`src/rtl/wb_bram_slave.sv`:
```
// WISHBONE classic-cycle slave around an inferred single-port block RAM.
// It supports byte-lane writes, a read latency of 1 or 2 clocks, and ERR_O for out-of-range addresses.
module wb_bram_slave #(
    parameter int DATA_WIDTH   = 32,
    parameter int ADDR_WIDTH   = 3,
    parameter int DEPTH        = 8,
    parameter int READ_LATENCY = 1
) (
    input  logic                    CLK_I,
    input  logic                    RST_I,
    input  logic                    CYC_I,
    input  logic                    STB_I,
    input  logic                    WE_I,
    input  logic [ADDR_WIDTH-1:0]   ADR_I,
    input  logic [DATA_WIDTH/8-1:0] SEL_I,
    input  logic [DATA_WIDTH-1:0]   DAT_I,
    output logic [DATA_WIDTH-1:0]   DAT_O,
    output logic                    ACK_O,
    output logic                    ERR_O
);

    localparam int NUM_LANES = DATA_WIDTH / 8;
    localparam logic [ADDR_WIDTH:0] DEPTH_L = (ADDR_WIDTH + 1)'(DEPTH);

    typedef enum logic [1:0] {
        IDLE,
        RD_WAIT,
        TERM
    } state_e;

    state_e                  state_q;
    logic                    ack_q;
    logic                    err_q;
    logic [DATA_WIDTH-1:0]   dat_q;
    logic [ADDR_WIDTH-1:0]   addr_q;
    logic [DATA_WIDTH-1:0]   mem [DEPTH];

    logic req;
    logic inrange;
    logic wr_en;

    assign req     = CYC_I & STB_I;
    assign inrange = ({1'b0, ADR_I} < DEPTH_L);
    assign wr_en   = ~RST_I & (state_q == IDLE) & req & WE_I & inrange;

    // NOTE: the RAM array has no reset, so it can map onto block RAM; only control and output registers are reset.
    always_ff @(posedge CLK_I) begin
        if (wr_en) begin
            for (int i = 0; i < NUM_LANES; i++) begin
                if (SEL_I[i]) begin
                    mem[ADR_I][8*i +: 8] <= DAT_I[8*i +: 8];
                end
            end
        end
    end

    always_ff @(posedge CLK_I) begin
        if (RST_I) begin
            state_q <= IDLE;
            ack_q   <= 1'b0;
            err_q   <= 1'b0;
            dat_q   <= '0;
            addr_q  <= '0;
        end else begin
            ack_q <= 1'b0;
            err_q <= 1'b0;
            case (state_q)
                IDLE: begin
                    if (req) begin
                        addr_q <= ADR_I;
                        if (!inrange) begin
                            err_q   <= 1'b1;
                            state_q <= TERM;
                        end else if (WE_I) begin
                            ack_q   <= 1'b1;
                            state_q <= TERM;
                        end else if (READ_LATENCY == 1) begin
                            ack_q   <= 1'b1;
                            dat_q   <= mem[ADR_I];
                            state_q <= TERM;
                        end else begin
                            state_q <= RD_WAIT;
                        end
                    end
                end
                // The read uses the captured address, so later ADR_I changes are ignored.
                RD_WAIT: begin
                    if (req) begin
                        ack_q   <= 1'b1;
                        dat_q   <= mem[addr_q];
                        state_q <= TERM;
                    end else begin
                        state_q <= IDLE;
                    end
                end
                TERM:    state_q <= IDLE;
                default: state_q <= IDLE;
            endcase
        end
    end

    assign DAT_O = dat_q;
    assign ACK_O = ack_q;
    assign ERR_O = err_q;

endmodule

```
`config.mk`:
```
export PLATFORM = sky130hd
export DESIGN_NAME = wb_bram_slave
export DESIGN_NICKNAME = d
export VERILOG_FILES = /design/src/rtl/wb_bram_slave.sv
export SDC_FILE = /design/constraint.sdc
export NUM_CORES = 1
export LEC_CHECK = 0
export BUFFER_PORTS_ARGS = -buffer_cell sky130_fd_sc_hd__buf_2
export CORE_MARGIN = 3
export CORE_UTILIZATION = 45
export CTS_CLUSTER_SIZE = 28
export DETAILED_ROUTE_END_ITERATION = 10
export GPL_TIMING_DRIVEN = 0
export PLACE_DENSITY = 0.69
export SYNTH_ARGS = -nofsm -noshare
export SYNTH_HDL_FRONTEND = slang
export SYNTH_SLANG_ARGS = --single-unit
```
`constraint.sdc`:
```
create_clock -name CLK_I -period 2.6 [get_ports CLK_I]
set_clock_uncertainty 0.15 [all_clocks]
set_input_delay 0.65 -clock CLK_I [delete_from_list [all_inputs] [get_ports CLK_I]]
set_output_delay 0.65 -clock CLK_I [all_outputs]
set_load 0.03 [all_outputs]
```
=== Yosys cells after proc, flatten, opt, wreduce, memory -nomap -nowiden ===
Memory sizes are Yosys's and may differ from the RTL's. A register that Yosys moved wholly into a read port is not among the register bits.
Index checks and enable logic that the tools add are counted.
Widths: inputs -> output; s select.

* Bitwise gates (word level): 6
* Div/mod/pow operators: 0
* Order comparisons: 0
* Multiplexer cells: 22
* Reduce and logical (&&, ||, !) cells: 6
* Multipliers: 0
* Add/subtract/negate cells: 0
* Eq/ne operators: 4
* Shifts and indexed selects: 0

{| class="wikitable"
|+ Operator list
! operator !! count
|-
| $mux 32 || 3
|-
| $pmux 32 s2 || 1
|-
| $mux 1 || 13
|-
| $mux 3 || 2
|-
| $ne 2x2->1 const B || 3
|-
| $and 1x1->1 || 4
|-
| $mux 2 || 2
|-
| $pmux 2 s2 || 1
|-
| $reduce_and 4->1 || 1
|-
| $reduce_or 2->1 || 2
|-
| $eq 2x1->1 const B || 1
|-
| $logic_not 2->1 || 1
|-
| $not 1->1 || 2
|-
| $reduce_and 2->1 || 1
|-
| $reduce_bool 2->1 || 1
|}

* Input port bits: 44
* Register bits: 38
* Bits in latches: 0
* RAM bits: 256
* Memory bits (read-only): 0
* Memories: 1
* Output and inout bits: 34
* Word-level logic and storage cells: 43

{| class="wikitable"
|+ Memories
! name !! words !! width !! read ports !! clocked after Yosys merged registers in !! write ports !! line !! source
|-
| mem || 8 || 32 || 2 || 1 || 1 || 36 || <nowiki>logic [DATA_WIDTH-1:0] mem [DEPTH];</nowiki>
|}

=== Logic depth before layout (Yosys ltp) ===
* Depth in word-level cells: 6
* Depth in mapped cells: 8
* Depth with buffers taken out: 4

=== Worst setup path after synthesis ===
No wires, ideal clock.

* Path type: input to register
* Start point: input port ADR_I[0]
* End point: memory mem[7][0], enable pin
* Stages: 6
* Path buffers: 4
* Data required time: 2080 ps
* Setup slack: 226 ps
* Arrival time: 1854 ps
* Library setup time: 370 ps
* Cell sequence: buf_6 -> buf_8 -> buf_6 -> clkbuf_1 -> nand3_1 -> nor2_1

{| class="wikitable"
|+ RTL lines
! what !! line !! source
|-
| start: declaration || 14 || <nowiki>input logic [ADDR_WIDTH-1:0] ADR_I,</nowiki>
|-
| end: declaration || 36 ||
|}

No word-level cell before the write port.

=== Final worst setup path ===
* Start point: input port ADR_I[2]
* End point: memory mem[0][12], enable pin

No word-level cell before the write port.

==> results.tsv <==
metric	value	unit
finalHoldViolations	0	
p_int	7.826	mW
drive_gt1_share	22.95	%
num-nets-final	876	
core_area	24680	um^2
row_count	57	
dp.cells	1127	
final_max_slew_viol_count	0	
dieHeight	165.5	um
rsz0062_at_grt	yes	
p_comb_share	6.5	%
yosysWarnings	0	
portBuffers	73	
final_util	53.62	%
grt-ovfl-total	0	
cts_tree	built	
cts.sinks	290	
postCtsSetupRepairBufs	0	
timing.hold.ws	0.2350	ns
ir_drop	0.6038	mV
final_cells	1178	
crit_path_start_kind	primary input	
violations	negative setup slack	
htree_num_levels	1	
yosysSeqAreaShare	73.05	%
dp_hpwl	20.03	mm
cp_cell_sequence	buf_4 -> clkinv_1 -> clkbuf_1 -> nand2_1 -> nor2_1	
clk_pin_slew	0.06	ns
drc	0	
p_leak	4.578	nW
path_buf_inv	3	
crit_fanout	10	
n_antenna_cell	0	
die_x	165.5	um
slowest_stage	nor2_1	
slew_headroom	31.42	%
area_delta_synth_final	15.50	%
place_area	12230	um^2
grt_pass1_wl	44.42	mm
antenna_found_initial	1	
cp_top_family	simple AND/OR/NAND/NOR gates	
status	finished, violations left	
min_period	2.795	ns
crit_required	2.60	ns
synth-seq-cells	290	
pre_cts_slack	-0.9099	ns
cts-buffers-inserted	29	
avgSynthCellArea	15.69	um^2
fin_crit_sh	107.5	%
yosys.area.top_type	edfxtp_1	
synthTopCellsByArea	edfxtp_1 (67%), dfxtp_1 (5.9%), mux2i_1 (5.8%), nor2_1 (2.8%), a311oi_1 (2.2%)	
cts_hold_buf	0	
power-per-cell-area	752.6	nW/um^2
path_class	primary input to flop	
finalWeightedCongestion	0.8362	
die_area	27410	um^2
final_area	13230	um^2
grt_max_degree	20	
routed_wl	30.58	mm
switchingPower	2.131	mW
setup_viol	77	
cap_violations	0	
max_stage_delay	0.86	ns
drt-initial-drc-count	780	
vias	6955	
syn-num-nets	774	
final.setup.tns	-6.085	ns
synth-edff-count	256	
clockBufferDepth	3	
async_reset_ff_share	0	%
cts_resized	12	
grt_usage	22.49	%
clockRootBuffer	clkbuf_16	
cp-end-kind	flop	
fillers	2044	
routed_via_density	5.904	
hold_path_class	primary input to flop	
clockPowerShare	42.2	%
clkLatencyLatePin	0.54	ns
ios	78	
total_power	9.957	mW
worst_ep_arrival_time	2.79	ns
swShare	21.41	%
initial_utilization	46.42	%
tightest_slew	1.025	ns
seqPwrFrac	51.4	%
netlist.area_leader.share	67.11	%
synth_flop_cell	edfxtp_1	
netlist_instances	730	
wl_per_cell	25.96	um
ys_types	42	
postRouteAntennaNets	0	
dr.pass1.iters	5	
fmax	357.8	MHz
setup_ws	-0.1947	ns
syn-cell-area	11450	um^2
grt_pass1_vias	6721	
## layout make-up
class                           count  area (um^2)  area share, %
Inverter                            3        11.26        0.08511
Clock inverter                      8        116.4         0.8795
Buffer                             51        367.9          2.780
Tap cell                          324        405.4          3.064
Sequential cell                   290         8368          63.25
Multi-Input combinational cell    384         2750          20.79
Timing Repair Buffer               73        365.4          2.761
Clock buffer                       45        845.8          6.393
## logic make-up (layout without fill, tap and decap cells)
| family | count (synthesis) | in the layout | share of synthesized area, % |
|---|---|---|---|
| flops | 290 | 290 | 73.05 |
| compound gates | 159 | 159 | 9.973 |
| buf+inv | 56 | 180 | 3.375 |
| mux | 85 | 85 | 7.635 |
| other cells | 1 | 1 | 0.03274 |
| simple gates | 139 | 139 | 5.931 |
## worst register-to-register path, cell delays in order, from the launching register on
cell and delay, ns:
dfxtp_1 0.31, and4bb_2 0.29, and2_1 0.26, nand2_1 0.25, nor2_1 0.85
## final timing paths
| check | startpoint | end | slack, ns | cells after the start |
|---|---|---|---|---|
| worst min-delay path | DAT_I[23] | mem[2][23] | 0.24 | 1 |
| worst max-delay path | ADR_I[2] | mem[0][12] | -0.19 | 5 |
| worst max register to register | state_q[1] | mem[0][12] | 0.10 | 4 |
| worst min register to register | state_q[1] | state_q[1] | 0.29 | 1 |
## power by group through the flow
stage | clock network, mW | logic (mW) | registers [mW]
floorplan | 0 | 0.320 | 5.26
global placement | 0 | 0.622 | 5.22
detailed placement | 0 | 0.632 | 5.22
CTS | 4.21 | 0.632 | 5.12
global route | 4.42 | 0.680 | 5.12
finish | 4.20 | 0.643 | 5.12
## layout by cell type, fill, tap and decap left out, types with 8 or more instances in the layout
| cell | count |
|---|---|
| nand2_1 | 15 |
| edfxtp_1 | 256 |
| clkbuf_1 | 26 |
| nor2_2 | 20 |
| a211o_1 | 20 |
| nor2_1 | 65 |
| buf_2 | 87 |
| a311oi_1 | 29 |
| mux2_2 | 19 |
| dfxtp_1 | 34 |
| clkbuf_16 | 29 |
| nand3b_1 | 14 |
| mux2i_1 | 66 |
| a221o_1 | 9 |
| o21ai_0 | 24 |
| a21oi_1 | 40 |
| buf_4 | 8 |
## state kept, by name (all words and copies together) (netlist names)
| signal | count |
|---|---|
| state_q | 1 |
| DAT_O | 32 |
| mem | 256 |
| ACK_O | 1 |
## cells in the mapped netlist, drive strengths merged (9+ instances only)
master / number
edfxtp: 256
nor2: 85
mux2i: 66
a21oi: 40
buf: 36
dfxtp: 34
a311oi: 29
o21ai: 24
a211o: 20
mux2: 19
clkbuf: 17
nand2: 15
nand3b: 14
a221o: 9
## metal layers
metal | wire length, um | vias to the layer above | GRT usage [%]
met3 | 3068 | 60 | 4.640
li1 | - | 3051 | -
met1 | 12450 | 3468 | 31.79
met5 | 13 | - | 0
met4 | 940 | 2 | 6.541
met2 | 14110 | 374 | 35.52
Power figures use the tool's default switching activity.
